**config.mk**
```make
export PLATFORM = sky130hd
export DESIGN_NAME = seq_div_16b
export DESIGN_NICKNAME = d
export VERILOG_FILES = /design/src/rtl/seq_div_16b.sv
export SDC_FILE = /design/constraint.sdc
export NUM_CORES = 1
export LEC_CHECK = 0
export CORE_AREA = 2 2 114 116
export CTS_BUF_LIST = sky130_fd_sc_hd__clkbuf_2
export CTS_CLUSTER_DIAMETER = 30
export DETAILED_ROUTE_END_ITERATION = 8
export DIE_AREA = 0 0 116 118
export GPL_TIMING_DRIVEN = 0
export PLACE_DENSITY = 0.8
export SLEW_MARGIN = 20
export SYNTH_ARGS = -nofsm -noshare
export SYNTH_HDL_FRONTEND = slang
export SYNTH_SLANG_ARGS = --single-unit
```
**constraint.sdc**
```tcl
create_clock -name clk -period 2.24 [get_ports clk]
set_input_delay 0.448 -clock clk [delete_from_list [all_inputs] [get_ports clk]]
set_output_delay 0.448 -clock clk [all_outputs]
set_load 0.005 [all_outputs]
```
**src/rtl/seq_div_16b.sv**
```systemverilog
// seq_div_16b: multi-cycle 16-bit restoring divider, signed or unsigned.
// One shift-subtract step per cycle over 16 RUN cycles. Division by zero and
// signed 0x8000 / -1 bypass the iteration and saturate like the companion adder.
module seq_div_16b (
    input  logic        clk,
    input  logic        rst_n,
    input  logic        start,
    input  logic        signed_op,
    input  logic [15:0] dividend,
    input  logic [15:0] divisor,
    output logic        busy,
    output logic        done,
    output logic [15:0] quotient,
    output logic [15:0] remainder,
    output logic        div_by_zero,
    output logic        ovfl
);

    typedef enum logic [1:0] {StIdle, StRun, StFix, StDone} state_t;

    state_t      state_q;
    logic [3:0]  cnt_q;
    logic [15:0] rem_q;     // partial remainder R (always < divisor magnitude)
    logic [15:0] quo_q;     // working quotient Q, starts as dividend magnitude
    logic [15:0] dmag_q;
    logic        q_neg_q;
    logic        r_neg_q;
    logic        dz_pend_q; // flags staged for the FIX edge
    logic        ov_pend_q;

    logic [15:0] a_mag;
    logic [15:0] b_mag;
    logic [16:0] shifted;
    logic        sub_ok;
    logic [15:0] sub_res;
    logic [15:0] fix_quo;
    logic [15:0] fix_rem;

    // Operand magnitudes, one restoring step, and sign fix-up of the results
    always_comb begin
        a_mag   = (signed_op && dividend[15]) ? (~dividend + 16'd1) : dividend;
        b_mag   = (signed_op && divisor[15])  ? (~divisor + 16'd1)  : divisor;
        shifted = {rem_q, quo_q[15]};
        sub_ok  = (shifted >= {1'b0, dmag_q});
        // Low 16 bits of the 17-bit difference are exact whenever sub_ok holds
        sub_res = shifted[15:0] - dmag_q;
        fix_quo = q_neg_q ? (~quo_q + 16'd1) : quo_q;
        fix_rem = r_neg_q ? (~rem_q + 16'd1) : rem_q;
    end

    // Control FSM with registered handshake and result outputs
    always_ff @(posedge clk or negedge rst_n) begin
        if (!rst_n) begin
            state_q     <= StIdle;
            cnt_q       <= 4'd0;
            rem_q       <= 16'h0000;
            quo_q       <= 16'h0000;
            dmag_q      <= 16'h0000;
            q_neg_q     <= 1'b0;
            r_neg_q     <= 1'b0;
            dz_pend_q   <= 1'b0;
            ov_pend_q   <= 1'b0;
            busy        <= 1'b0;
            done        <= 1'b0;
            quotient    <= 16'h0000;
            remainder   <= 16'h0000;
            div_by_zero <= 1'b0;
            ovfl        <= 1'b0;
        end else begin
            case (state_q)
                StIdle: begin
                    if (start) begin
                        busy      <= 1'b1;
                        dmag_q    <= b_mag;
                        dz_pend_q <= 1'b0;
                        ov_pend_q <= 1'b0;
                        if (divisor == 16'h0000) begin
                            // Final values staged in Q/R; FIX passes them through unsigned
                            dz_pend_q <= 1'b1;
                            q_neg_q   <= 1'b0;
                            r_neg_q   <= 1'b0;
                            quo_q     <= !signed_op ? 16'hFFFF :
                                         (dividend[15] ? 16'h8000 : 16'h7FFF);
                            rem_q     <= dividend;
                            state_q   <= StFix;
                        end else if (signed_op && dividend == 16'h8000 &&
                                     divisor == 16'hFFFF) begin
                            ov_pend_q <= 1'b1;
                            q_neg_q   <= 1'b0;
                            r_neg_q   <= 1'b0;
                            quo_q     <= 16'h7FFF;
                            rem_q     <= 16'h0000;
                            state_q   <= StFix;
                        end else begin
                            q_neg_q   <= signed_op & (dividend[15] ^ divisor[15]);
                            r_neg_q   <= signed_op & dividend[15];
                            quo_q     <= a_mag;
                            rem_q     <= 16'h0000;
                            cnt_q     <= 4'd15;
                            state_q   <= StRun;
                        end
                    end
                end
                StRun: begin
                    rem_q <= sub_ok ? sub_res : shifted[15:0];
                    quo_q <= {quo_q[14:0], sub_ok};
                    cnt_q <= cnt_q - 4'd1;
                    if (cnt_q == 4'd0) begin
                        state_q <= StFix;
                    end
                end
                StFix: begin
                    quotient    <= fix_quo;
                    remainder   <= fix_rem;
                    div_by_zero <= dz_pend_q;
                    ovfl        <= ov_pend_q;
                    busy        <= 1'b0;
                    done        <= 1'b1;
                    state_q     <= StDone;
                end
                StDone: begin
                    done    <= 1'b0;
                    state_q <= StIdle;
                end
                default: begin
                    state_q <= StIdle;
                end
            endcase
        end
    end

endmodule

```
==> flow_metrics.tcl, run 1 <==
set metrics [dict create \
    status "finished, violations left" \
    violations "setup timing" \
    numCtsBuffers 9 \
    htreeDepth 3 \
    cts_root_buffer "clkbuf_2" \
    cpMaxStageDelayCell "or4b_4" \
    syn_nets 822 \
    cts.sinks 94 \
    rr_worst_depth 8 \
    crit_fanout 2 \
    max_clock_freq_mhz 402 \
    final_util_pct 69.3 \
    core_area_um2 12400 \
    final_cells 1075 \
    p_leak_nw 3.44 \
    synthFlopType "dfrtp_1" \
    r2r-start "quo_q[1]$_DFFE_PN0P_" \
    final-setup-viol-count 22 \
    ant_nets 0 \
    drv_slew 0 \
    p_per_area_nw_per_um2 1660 \
    cap_violations 0 \
    hp-class "in -> async" \
    tightest_slew_ps 605 \
    synth_area_um2 6440 \
    first_pass_iters 7 \
    gp_congestion 0.966 \
    synth_cell_types 64 \
    clk_latency_ps 620 \
    cpPeakStageDelay_ps 510 \
    dp_worst_setup_slack_ps -797 \
    path_clk_slew_ps 260 \
    rows 41 \
    crit_family "simple AND/OR/NAND/NOR gates" \
    start_util_pct 51.9 \
    yosysSeqAreaShare_pct 36.5 \
    layout-drive-gt1-share_pct 23.4 \
    grt_pass1_wl_um 31300 \
    fin_crit_sh_pct 111 \
    io_pins 72 \
    async_flop_share_pct 100 \
    synth-seq-cells 94 \
    synth.avg_cell_area_um2 8.49 \
    vias 6594 \
    grt_pass1_vias 6089 \
    routedWlPerCell_um 19.0 \
    reg2reg_slack_ps -250 \
    cts_tree "built" \
    antenna_found_initial 1 \
    required_ps 2760 \
    ir_drop_v 0.000558 \
    synth_edf_count 0 \
    cts_max_path_buffers 2 \
    cp.arrival_ps 3010 \
    grt_usage_pct 29.1 \
    min_period_ps 2490 \
    nNetsFinal 960 \
    die-area_um2 13700 \
    drc 0 \
    finClkSkew_ps 25.9 \
    hpwl_um 13300 \
    grt_setup_unrepaired "yes" \
    floorplan.die.width_um 116 \
    path_cells "inv_2, ha_4, or3b_4, or4b_4, or4_4, o21ai_2, xor2_1, a21oi_1" \
    io_buffers 71 \
    crit_type "reg -> reg" \
    area_growth_pct 33.6 \
    dp.cells 1003 \
    grt_max_degree 52 \
    start_kind "flip-flop" \
    first_iter_violations 741 \
    wirelength_um 20500 \
    cp_num_buf_inv 1 \
    yosysWarnings 0 \
    setup.worst_path.end_class "flip-flop" \
    hold_viol_final 0 \
    placed_area_um2 7430 \
    grt_overflow 0 \
    finalPower_w 0.0143 \
    fin_ws_ps -249 \
    design_area_um2 8600 \
    avgViaCountPerCell 6.13 \
    relSlewSlack_pct 59.7 \
    r2r-end "quotient[14]$_DFFE_PN0P_" \
    die_h_um 118 \
    synthCells 759 \
]
[repair_timing]
item	4_1_cts	5_1_grt
endpoints found under the setup margin	43	51
setup buffers	39	21
gates resized for setup	96	63
hold buffers	1	0
cloned	3	0
pin swaps	44	41
hold endpoints to repair	43	0
[routing by layer]
layer | GRT usage [%] | routed length, µm | vias up
li1 | - | - | 3023
met1 | 39.7 | 8300 | 3097
met2 | 45.0 | 9510 | 389
met3 | 4.43 | 1670 | 85
met4 | 13.7 | 991 | 0
met5 | 0 | 0 | -
[logic make-up (layout without fill, tap and decap cells)]
logic type      Yosys count  after routing  share of synthesized area (%)
mux                      19             19                           3.24
xor+xnor                 63             63                           8.57
fa+ha+maj                27             27                           5.36
compound gates          249            249                           24.1
buf+inv                  74            217                           4.53
simple gates            233            233                           17.7
other cells               0              1                              0
flops                    94             94                           36.5
[cells in the mapped netlist (all sizes together) (7+ instances only)]
cell type,instances,area share (%)
dfrtp,94,37
a21oi,82,6.4
nor2,78,4.5
o21ai,64,5.1
nand2,58,3.4
inv,34,2.0
clkbuf,33,1.9
xor2,33,4.5
xnor2,30,4.1
ha,26,5.1
mux2,15,2.6
nand4,15,1.5
nor3,15,1.2
nand3,13,1.1
a31oi,12,1.2
o31ai,12,1.4
or3,11,1.1
and3,9,0.87
a211o,8,1.1
a21o,8,0.93
o211ai,8,0.93
o21a,8,0.93
o41ai,8,1.1
nor4,7,0.87
[cell type report]
class	count	area [µm²]
sequential	94	2370
inverter	34	130
antenna	1	2.50
tap	172	215
clock buffer	9	45.0
timing repair buffer	132	1240
fill	930	3810
multi-input combinational	591	4350
buffer	35	186
clock inverter	7	65.1
[cells in the final DEF (no fill, tap or decap), drive strengths merged, types with 26 or more instances in the layout]
| master | netlist | layout |
|---|---|---|
| xnor2 | 30 | 30 |
| dfrtp | 94 | 94 |
| xor2 | 33 | 33 |
| o21ai | 64 | 64 |
| nand2 | 58 | 58 |
| nor2 | 78 | 78 |
| ha | 26 | 26 |
| a21oi | 82 | 82 |
| clkdlybuf4s50 | 0 | 69 |
| clkbuf | 33 | 37 |
| inv | 34 | 34 |
| buf | 6 | 67 |
[worst max-delay path by stage]
stage	slack, ps	depth (start not counted)	start	to
after global routing	-330	8	quo_q[1]$_DFFE_PN0P_	quotient[14]$_DFFE_PN0P_
after CTS	-240	8	quo_q[0]$_DFFE_PN0P_	quotient[14]$_DFFE_PN0P_
final	-250	8	quo_q[1]$_DFFE_PN0P_	quotient[14]$_DFFE_PN0P_
after detailed placement	-800	7	divisor[2]	rem_q[8]$_DFFE_PN0P_
after global placement	-2720	1	rst_n	dmag_q[9]$_DFFE_PN0P_
after floorplan	-130	8	quo_q[1]$_DFFE_PN0P_	quotient[12]$_DFFE_PN0P_
[power by group]
part | internal, W | switching (W) | leakage (nW)
Clock | 0.000250 | 0.000626 | 0.0691
Sequential | 0.00253 | 0.000771 | 1.09
Combinational | 0.00464 | 0.00546 | 2.28
[flip-flops by register name (all words and copies together), names as in the netlist]
| register | count |
|---|---|
| div_by_zero | 1 |
| state_q | 2 |
| dmag_q | 16 |
| done | 1 |
| ov_pend_q | 1 |
| r_neg_q | 1 |
| ovfl | 1 |
| q_neg_q | 1 |
| remainder | 16 |
| cnt_q | 4 |
| rem_q | 16 |
| busy | 1 |
| dz_pend_q | 1 |
| quo_q | 16 |
| quotient | 16 |
[metrics by stage]
step | hold slack, ps | TNS, ps
finish | 265 | -3420
global route | 285 | -5250
CTS | 278 | -2550
detailed placement | 400 | -30500
global placement | 461 | -283520
floorplan | 152 | -268
Power figures use the tool's default switching activity.
==> run 2: changes to the inputs <==
--- a/config.mk
+++ b/config.mk
@@ -5,13 +5,14 @@
 export SDC_FILE = /design/constraint.sdc
 export NUM_CORES = 1
 export LEC_CHECK = 0
+export ABC_CLOCK_PERIOD_IN_PS = 2240
 export CORE_AREA = 2 2 114 116
 export CTS_BUF_LIST = sky130_fd_sc_hd__clkbuf_2
 export CTS_CLUSTER_DIAMETER = 30
 export DETAILED_ROUTE_END_ITERATION = 8
 export DIE_AREA = 0 0 116 118
 export GPL_TIMING_DRIVEN = 0
-export PLACE_DENSITY = 0.8
+export PLACE_DENSITY = 0.77
 export SLEW_MARGIN = 20
 export SYNTH_ARGS = -nofsm -noshare
 export SYNTH_HDL_FRONTEND = slang
==> run 2 against run 1 <==
Effect of this change:
- the run still ends with setup timing left
- sequential cell count unchanged
- clock power up 1%
- final cell count about the same
- clock skew up 8.9 ps
- count of clock-buffer cells in the layout up 1
- non-clock buffer count up 1
- global-route usage up 1.0 points
- sequential share of layout area down 0.061 points
- highest routed layer unchanged
==> flow_metrics.tcl, run 2 (same netlist as run 1, synthesis figures left out) <==
set metrics [dict create \
    cp_num_buf_inv 1 \
    cap_violations 0 \
    cp.arrival_ps 3080 \
    grt_max_degree 51 \
    finalPower_w 0.0143 \
    r2r-end "quotient[14]$_DFFE_PN0P_" \
    path_clk_slew_ps 270 \
    start_kind "flip-flop" \
    cts.sinks 94 \
    hpwl_um 14900 \
    die_h_um 118 \
    numCtsBuffers 9 \
    crit_fanout 2 \
    crit_family "simple AND/OR/NAND/NOR gates" \
    first_pass_iters 5 \
    start_util_pct 51.9 \
    timing.hold.ws_ps 249 \
    layout_commonest_cell "a21oi_1" \
    grt_setup_unrepaired "yes" \
    r2r-start "quo_q[1]$_DFFE_PN0P_" \
    grt_pass1_vias 6116 \
    status "finished, violations left" \
    max_clock_freq_mhz 395 \
    wirelength_um 21100 \
    setup.worst_path.end_class "flip-flop" \
    rows 41 \
    avgViaCountPerCell 6.11 \
    relSlewSlack_pct 52.8 \
    die-area_um2 13700 \
    min_period_ps 2530 \
    final_cell_mix "a21oi_1 (80), dfrtp_1 (79), nor2_1 (74)" \
    fin_ws_ps -294 \
    reg2reg_slack_ps -290 \
    cpMaxStageDelayCell "or4b_4" \
    required_ps 2780 \
    antenna_found_initial 0 \
    cts_root_buffer "clkbuf_2" \
    nNetsFinal 961 \
    fill_cells 994 \
    htreeDepth 3 \
    io_buffers 71 \
    tightest_slew_ps 708 \
    p_leak_nw 3.46 \
    floorplan.die.width_um 116 \
    first_iter_violations 678 \
    finClkSkew_ps 34.7 \
    layout-drive-gt1-share_pct 23.0 \
    drc 0 \
    hp-class "in -> async" \
    crit_type "reg -> reg" \
    path_cells "inv_2, ha_2, or3b_4, or4b_4, or4_4, o21ai_2, xor2_1, a21oi_1" \
    grt_pass1_wl_um 32100 \
    ant_nets 0 \
    violations "setup timing" \
    core_area_um2 12400 \
    gp_congestion 0.960 \
    area_growth_pct 34.0 \
    vias 6578 \
    p_per_area_nw_per_um2 1650 \
    clk_latency_ps 640 \
    ir_drop_v 0.000615 \
    hold_viol_final 0 \
    multi_input_area_um2 4340 \
    rr_worst_depth 8 \
    fin_crit_sh_pct 113 \
    grt_usage_pct 30.1 \
    crit_path_start "quo_q[1]$_DFFE_PN0P_" \
    cts_tree "built" \
    final-setup-viol-count 22 \
    cts_max_path_buffers 2 \
    routedWlPerCell_um 19.6 \
    cpPeakStageDelay_ps 510 \
    grt_overflow 0 \
    drv_slew 0 \
    io_pins 72 \
    register_area_um2 2370 \
]
## run 2: cell types whose count changed in the layout (fill, tap and decap cells not counted), sizes merged
cell	previous run	this run
clkinvlp	1	2
inv	34	35
clkinv	5	2
buf	67	69
## run 2: power breakdown
| part | switching (W) | internal [W] | total, W |
|---|---|---|---|
| clock network | 0.000630 | 0.000258 | 0.000888 |
| logic | 0.00540 | 0.00464 | 0.0100 |
| registers | 0.000799 | 0.00253 | 0.00333 |
## run 2: timing repair
item,4_1_cts,5_1_grt
hold endpoints to repair,44,0
pin swaps,38,40
buffers inserted,37,23
setup endpoints to repair,50,44
gates resized for setup,83,73
hold buffers,1,0
gates cloned,2,0
## run 2: per-stage QoR
| step | util (%) | setup TNS, ps | setup slack [ps] | cell area, µm² | instances |
|---|---|---|---|---|---|
| final | 69.5 | -2980 | -294 | 8630 | 1076 |
| after global routing | 69.5 | -4250 | -337 | 8630 | 1075 |
| after CTS | 65.6 | -3220 | -265 | 8150 | 1056 |
| after detailed placement | 59.9 | -33690 | -898 | 7430 | 1003 |
| after global placement | 59.6 | -279600 | -2660 | 7400 | 1002 |
| after floorplan | - | -268 | -134 | 6480 | 759 |
## run 2: area by class of cell
cell class / instances / share of cell area [%]
Clock buffer: 10 / 0.580
Clock inverter: 6 / 0.711
Timing Repair Buffer: 132 / 14.6
Buffer: 36 / 2.32
Antenna cell: 1 / 0.0290
Inverter: 34 / 1.48
Tap cell: 172 / 2.49
Multi-Input combinational cell: 591 / 50.3
Sequential cell: 94 / 27.5
## run 2: how the worst max path moves through the flow
stage                               end  slack, ps  cells past startpoint
3_3_place_gp     dmag_q[10]$_DFFE_PN0P_      -2660                      1
3_5_place_dp       quo_q[6]$_DFFE_PN0P_       -900                      8
2_1_floorplan  quotient[12]$_DFFE_PN0P_       -130                      8
4_1_cts        quotient[14]$_DFFE_PN0P_       -270                      8
5_1_grt        quotient[14]$_DFFE_PN0P_       -340                      8
6_report       quotient[14]$_DFFE_PN0P_       -290                      8
## run 2: routing by layer
layer	vias to the layer above	track usage [%]	part of all wire (%)
li1	3035	-	-
met1	3148	40.0	41
met4	0	10.1	2.6
met3	54	4.63	7.1
met5	-	0	0
met2	341	49.8	49
## run 2: worst register-to-register path: stages, from the launching register on
cell and delay [ps]:
dfrtp_1 450, inv_2 60, ha_2 170, or3b_4 380, or4b_4 510, or4_4 450
o21ai_2 140, xor2_1 190, a21oi_1 90
